===== config.mk =====
export PLATFORM = sky130hd
export DESIGN_NAME = sipo_deser
export DESIGN_NICKNAME = d
export VERILOG_FILES = /design/src/rtl/sipo_deser.sv
export SDC_FILE = /design/constraint.sdc
export NUM_CORES = 1
export LEC_CHECK = 0
export ABC_AREA = 1
export ABC_CLOCK_PERIOD_IN_PS = 3000
export BUFFER_PORTS_ARGS = -buffer_cell sky130_fd_sc_hd__buf_2
export CORE_AREA = 3 3 45 58
export DETAILED_ROUTE_END_ITERATION = 10
export DIE_AREA = 0 0 48 61
export PLACE_DENSITY_LB_ADDON = 0.3
export SLEW_MARGIN = 30
export SYNTH_ARGS = -nofsm -noshare
export SYNTH_HDL_FRONTEND = slang
export SYNTH_SLANG_ARGS = --single-unit

===== constraint.sdc =====
create_clock -name clk_i -period 3 [get_ports clk_i]
set_input_delay 0.3 -clock clk_i [delete_from_list [all_inputs] [get_ports clk_i]]
set_output_delay 0.3 -clock clk_i [all_outputs]
set_load 0.01 [all_outputs]

===== src/rtl/sipo_deser.sv =====
// -----------------------------------------------------------------------------
// sipo_deser
// Serial-in / parallel-out deserializer: the receive side of the narrow-beat
// serializer link. BEATS beats of IN_W bits from a valid/ready stream are
// assembled into one OUT_W-bit word, which is presented on a registered
// valid/ready output stream. The design sustains one beat per cycle with no
// bubbles; only the final beat of a word can be stalled by output backpressure.
//
// Optional build macro: SIPO_LAST_CHECK_EN
//   defined   : the `last_i` marker is checked on every accepted beat; a
//               mismatch raises a one-cycle err_o pulse. An early `last`
//               discards the partial word; a missing `last` still emits it.
//   undefined : `last_i` is ignored, framing is by beat count only, err_o = 0.
//
// Ports
//   clk_i         clock, all logic on the rising edge
//   rst_i         synchronous reset, active-high
//   din_valid_i   serial beat present
//   din_data_i    serial beat payload (IN_W)
//   din_ready_o   beat accepted when din_valid_i & din_ready_o
//   last_i        qualifies din; high on the final beat of a word
//   dout_valid_o  assembled word present
//   dout_data_o   assembled word (OUT_W)
//   dout_ready_i  word consumed when dout_valid_o & dout_ready_i
//   err_o         one-cycle framing-error pulse
// -----------------------------------------------------------------------------
module sipo_deser #(
    parameter int unsigned IN_W      = 2,
    parameter int unsigned OUT_W     = 8,
    parameter bit          MSB_FIRST = 1'b1
) (
    input  logic             clk_i,
    input  logic             rst_i,
    input  logic             din_valid_i,
    input  logic [IN_W-1:0]  din_data_i,
    output logic             din_ready_o,
    input  logic             last_i,
    output logic             dout_valid_o,
    output logic [OUT_W-1:0] dout_data_o,
    input  logic             dout_ready_i,
    output logic             err_o
);

    localparam int unsigned BEATS = OUT_W / IN_W;
    localparam int unsigned CNT_W = $clog2(BEATS);
    localparam logic [CNT_W-1:0] LAST_CNT = CNT_W'(BEATS - 1);

    logic [CNT_W-1:0] cnt_q,        cnt_d;
    logic [OUT_W-1:0] acc_q,        acc_d;
    logic             dout_valid_q, dout_valid_d;
    logic [OUT_W-1:0] dout_data_q,  dout_data_d;
    logic             err_q,        err_d;

    logic             final_s;
    logic             din_ready_s;
    logic             accept_s;
    logic             frame_err_s;
    logic             early_last_s;
    logic [OUT_W-1:0] word_s;

    // Bit offset of the accumulator slot that beat number `c` lands in.
    function automatic int unsigned slot_lo(input logic [CNT_W-1:0] c);
        if (MSB_FIRST) begin
            slot_lo = (BEATS - 1 - int'(c)) * IN_W;
        end else begin
            slot_lo = int'(c) * IN_W;
        end
    endfunction

`ifdef SIPO_LAST_CHECK_EN
    // A `last` on a non-final beat, or no `last` on the final beat, is a
    // framing error; only the early-last case abandons the partial word.
    assign frame_err_s  = accept_s & (last_i ^ final_s);
    assign early_last_s = accept_s & last_i & ~final_s;
`else
    logic unused_last_s;
    assign unused_last_s = last_i;
    assign frame_err_s   = 1'b0;
    assign early_last_s  = 1'b0;
`endif

    // State register: beat counter, accumulator and registered outputs.
    always_ff @(posedge clk_i) begin
        if (rst_i) begin
            cnt_q        <= '0;
            acc_q        <= '0;
            dout_valid_q <= 1'b0;
            dout_data_q  <= '0;
            err_q        <= 1'b0;
        end else begin
            cnt_q        <= cnt_d;
            acc_q        <= acc_d;
            dout_valid_q <= dout_valid_d;
            dout_data_q  <= dout_data_d;
            err_q        <= err_d;
        end
    end

    // Input handshake: the final beat waits until the output register is free
    // or being drained in the same cycle, which gives back-to-back words.
    always_comb begin
        final_s     = (cnt_q == LAST_CNT);
        din_ready_s = 1'b0;
        if (rst_i) begin
            din_ready_s = 1'b0;
        end else if (!final_s) begin
            din_ready_s = 1'b1;
        end else begin
            din_ready_s = ~dout_valid_q | dout_ready_i;
        end
        accept_s = din_valid_i & din_ready_s;
        // Accumulator contents with the current beat dropped into its slot.
        word_s = acc_q;
        word_s[slot_lo(cnt_q) +: IN_W] = din_data_i;
    end

    // Next-state logic for the collector and the output register.
    always_comb begin
        cnt_d        = cnt_q;
        acc_d        = acc_q;
        dout_valid_d = dout_valid_q;
        dout_data_d  = dout_data_q;
        err_d        = frame_err_s;

        if (accept_s && final_s) begin
            cnt_d = '0;
            acc_d = '0;
        end else if (early_last_s) begin
            cnt_d = '0;
            acc_d = '0;
        end else if (accept_s) begin
            cnt_d = cnt_q + 1'b1;
            acc_d = word_s;
        end else begin
            cnt_d = cnt_q;
            acc_d = acc_q;
        end

        // A completed word wins over a drain so a consume and a load in the
        // same cycle keep dout valid; dout data is left alone when draining.
        if (accept_s && final_s) begin
            dout_valid_d = 1'b1;
            dout_data_d  = word_s;
        end else if (dout_ready_i) begin
            dout_valid_d = 1'b0;
        end else begin
            dout_valid_d = dout_valid_q;
        end
    end

    // Output drive.
    always_comb begin
        din_ready_o  = din_ready_s;
        dout_valid_o = dout_valid_q;
        dout_data_o  = dout_data_q;
        err_o        = err_q;
    end

endmodule


# Word level (Yosys, flattened, before mapping)
# Cells that the tools add are included.
classes:
  bitwise_logic: 3
  n_addsub: 3
  mux: 5
  n_eq_ne: 1
  shift: 2
  reduce_logical: 3
ops:
  columns: ["op", "n"]
  rows:
  - ["32-bit negation with 34-bit output", 1]
  - ["2-bit by 34-bit variable shift with 8-bit output, first input constant", 1]
  - ["2-bit by 34-bit variable part select with 8-bit output", 1]
  - ["8-bit bitwise mux", 1]
  - ["1-bit two-way mux", 4]
  - ["2-bit by 2-bit subtractor with 3-bit output, first input constant", 1]
  - ["2-bit by 1-bit adder with 2-bit output, second input constant", 1]
  - ["2-bit equality test, second input constant", 1]
  - ["2-bit nonzero test", 1]
  - ["2-bit OR reduction", 1]
  - ["1-bit bitwise AND", 1]
  - ["1-bit logical AND", 1]
  - ["1-bit inverter", 1]
  - ["1-bit bitwise OR", 1]
word_totals:
  out_inout_bits: 11
  elab_cells: 21
  register_bits: 19
  in_bits: 7

# Depth between registers and ports, before layout
depth:
  word_depth: 7
  depth_mapped: 9
  depth_no_buf: 9

# Least setup slack after synthesis
# OpenSTA, ideal clock, no wires.
synth_timing:
  kind: "reg2reg"
  start: "register cnt_q[0]"
  end: "register acc_q[6]"
  required_ns: 2.930
  arrival_time_ns: 1.377
  period_less_slack_ns: 1.447
  stages_incl_launch_ff: 10
  setup_ns: 0.070
  slack_ns: 1.553
  n_path_buf: 0
  cell_sequence: "dfxtp_1 inv_1 ha_1 inv_1 nand2_1 nor2_1 nand2_1 nand2_1 nand2_1 a21oi_1"
synth_between:
  elab_chain_cells: 6
  elab_cells_between_ends: 11
  classes_between: "2 x add/sub; 1 x eq/ne; 2 x shift; 3 x mux; 1 x bitwise; 2 x reduce/logical"
synth_rtl:
  columns: ["element", "line_no", "rtl"]
  rows:
  - ["start: declaration", "48", "logic [CNT_W-1:0] cnt_q, cnt_d;"]
  - ["start signal: assignment", "91", "cnt_q <= cnt_d;"]
  - ["branches (longest 6 deep; another with 32-bit negation with 34-bit output)", null, null]
  - ["end signal: assignment", "86", "acc_q <= '0;"]
  - ["end signal: assignment", "92", "acc_q <= acc_d;"]
  - ["end: declaration", "49", "logic [OUT_W-1:0] acc_q, acc_d;"]
# Several ways; the timed one is not identified.
# A chain may end at the register's enable or synchronous reset.

# Worst setup path in the final report
layout_timing:
  start: "register cnt_q[0]"
  end: "output din_ready_o"
layout_between:
  elab_chain_cells: 3
layout_rtl:
  columns: ["element", "line_no", "rtl"]
  rows:
  - ["2-bit equality test", "102", "final_s = (cnt_q == LAST_CNT);"]
  - ["1-bit two-way mux", "106", "end else if (!final_s) begin"]
  - ["1-bit two-way mux", "104", "if (rst_i) begin"]
  - ["end: declaration", "36", "output logic din_ready_o,"]
# No other way between the ends.

==> flow_metrics.py <==
metrics = {
    "synth": {
        "ys_types": 23,
        "synth_enable_flop_cells": 0,
        "ys_seq_area_share_pct": 32.7,
        "syn_avg_cell_area_um2": 6.67,
        "ys_async_sr_fraction_pct": 0,
        "netlist_instances": 156,
        "synthFlopType": "dfxtp_1",
        "ys_seq_elements": 17,
        "syn_nets": 168,
        "syn_area_um2": 1040,
        "yosys_warnings": 0,
    },
    "timing": {
        "finalWorstSetupSlack_ns": 1.22,
        "hold_violations": 0,
        "setup_viol": 0,
        "holdWs_ns": 0.281,
        "slew_viol_final": 0,
        "period_share_pct": 59.3,
        "grt_setup_unrepaired": "no",
        "tns_ns": 0,
        "finalCriticalPeriod_ns": 1.78,
        "max_freq_mhz": 562,
        "fin_skew_ns": 0.00474,
    },
    "detailed_routing": {
        "drt_iter0_drc": 23,
        "routed_via_density": 4.85,
        "route.detailed.drc": 0,
        "drt-pass1-iter-count": 4,
        "ant_nets": 0,
        "routedWlPerCell_um": 11.3,
        "wirelength_um": 2170,
        "vias": 932,
    },
    "clocking": {
        "numCtsBuffers": 3,
        "numClockSinks": 17,
        "clk_latency_ns": 0.29,
        "tritoncts": "built",
        "post_cts_buffers": 0,
        "clockBufferDepth": 2,
        "cts.clk_slew.worst_paths_ns": 0.09,
        "cts_resized": 0,
        "cts_root_buffer": "clkbuf_4",
        "cts.htree.levels": 1,
        "cts_hold_buf": 0,
    },
    "worst_hold_path": {
        "worstHoldStart": "dout_ready_i",
        "min_path_type": "in -> reg",
        "hold_depth": 4,
        "whs_endpoint": "dout_valid_o$_SDFFE_PP0P_",
    },
    "layout": {
        "stdcell_count": 192,
        "drive_above_1_share_pct": 17.5,
        "multiInputGateArea_um2": 543,
        "n_fill_cell": 224,
        "nets": 184,
        "regArea_um2": 340,
        "area_growth_pct": 7.93,
        "diodes": 0,
    },
    "critical_path": {
        "r2r-end": "cnt_q[1]$_SDFFE_PP0P_",
        "reg2reg_slack_ns": 1.32,
        "worst_setup_path_start_kind": "flip-flop",
        "worstPathArrival_ns": 1.48,
        "cp.required_ns": 2.70,
        "cp_max_fo": 8,
        "worstSetupPathType": "reg -> out",
        "r2r_cells": 6,
        "rr_startpoint": "cnt_q[0]$_SDFFE_PP0P_",
        "cp-end-kind": "output port",
    },
    "place": {
        "place_hpwl_um": 1710,
        "port_buffers": 15,
        "gp_congestion": 0.796,
        "placed_cells": 188,
        "dp_slack_ns": 1.31,
    },
    "die": {
        "core-area_um2": 2140,
        "initial_core_util_pct": 48.7,
        "die_h_um": 61,
        "fp.dieW_um": 48,
        "fp-row-count": 19,
        "io_pins": 18,
        "fp.dieArea_um2": 2930,
    },
    "pwr": {
        "vdd_drop_max_mv": 0.319,
        "leakagePower_nw": 0.599,
        "p_per_area_nw_per_um2": 361,
    },
    "global_routing": {
        "grt_use_met1_pct": 19.7,
        "grt_pass1_wl_um": 3760,
        "grt_start_max_net_pins": 12,
        "gr-usage-met2_pct": 30.4,
        "met3_usage_pct": 4.45,
        "busiest_layer": "met2",
        "grt-ovfl-total": 0,
        "grt.total_usage_pct": 18.1,
        "first_global_vias": 954,
        "antenna_found_initial": 0,
    },
    "flow_run": {
        "cap_violations": 0,
    },
    "run_status": {
        "status": "completed",
    },
}
[critical path, stage by stage, from the launching register on]
cell	delay (ns)
dfxtp_1	0.48
ha_1	0.31
nand3_2	0.15
nand2_1	0.09
inv_1	0.03
buf_2	0.12
[layout make-up]
| cell class | count | area share (%) |
|---|---|---|
| tap | 21 | 2.34 |
| sequential | 17 | 30.3 |
| timing repair buffer | 15 | 6.68 |
| multi-input combinational | 107 | 48.3 |
| inverter | 28 | 10.0 |
| clock buffer | 4 | 2.34 |
[cells in the mapped netlist (2+ instances only)]
cell type	count	area, um^2
nand3_2	2	20.0
buf_6	2	22.5
o21bai_1	2	15.0
inv_1	25	93.8
nor2_1	19	71.3
a21oi_1	12	60.1
nand2_1	53	199
nand3_1	4	20.0
dfxtp_1	17	340
nand2_2	3	18.8
ha_1	5	62.6
[registers in the layout (all words and copies together), names as in the netlist]
register      count
acc_q             6
dout_data_o       8
dout_valid_o      1
cnt_q             2
[cell families after synthesis]
logic type,share of synthesized area (%)
and+or+nand+nor,38.1
adders and majority gates,6.01
AOI/OAI and AO/OA,7.69
DFF,32.7
other,0.360
buffers and inverters,15.1
[metrics by stage]
| step | instance area [um^2] | util (%) | total power (W) |
|---|---|---|---|
| after CTS | 1120 | 52.5 | 0.000408 |
| final | 1120 | 52.5 | 0.000406 |
| after detailed placement | 1100 | 51.3 | 0.000288 |
| after global placement | 1100 | 51.3 | 0.000286 |
| after floorplan | 1040 | - | 0.000278 |
| after global routing | 1120 | 52.5 | 0.000429 |
[where the power goes]
part	leakage [nW]	total [W]	switching (W)	internal, W
sequential	0.137	0.000232	0.00000359	0.000228
combinational	0.447	0.0000513	0.0000352	0.0000161
clock	0.0150	0.000122	0.0000707	0.0000517
total	0.599	0.000406	0.000109	0.000296
[worst max-delay path by stage]
stage | start | to | slack (ns)
2_1_floorplan | cnt_q[0]$_SDFFE_PP0P_ | acc_q[6]$_SDFFE_PP0P_ | 1.55
3_3_place_gp | cnt_q[0]$_SDFFE_PP0P_ | cnt_q[1]$_SDFFE_PP0P_ | 1.36
3_5_place_dp | cnt_q[0]$_SDFFE_PP0P_ | cnt_q[1]$_SDFFE_PP0P_ | 1.31
4_1_cts | cnt_q[0]$_SDFFE_PP0P_ | din_ready_o | 1.20
5_1_grt | cnt_q[0]$_SDFFE_PP0P_ | din_ready_o | 1.05
6_report | cnt_q[0]$_SDFFE_PP0P_ | din_ready_o | 1.22
[per-layer routing]
layer	vias to the layer above	part of all wire, %
li1	500	-
met1	402	43
met2	20	49
met3	10	3.4
met4	0	3.6
met5	-	0
[placed cells by master, fill, tap and decap left out]
master and instances:
buf_2 15, nand3_4 1, nand4_1 1, nand2_1 53, inv_2 1, clkinv_4 1, nand3_2 2, nor2_1 19
nor2_4 1, nand3_1 4, nor2_8 1, inv_4 1, o21ai_0 1, dfxtp_1 17, clkbuf_1 1, conb_1 1
a21oi_1 12, inv_1 25, ha_1 5, clkbuf_4 3, o21bai_1 2, nand4_2 1, nand2_2 3
Power figures use the tool's default switching activity.
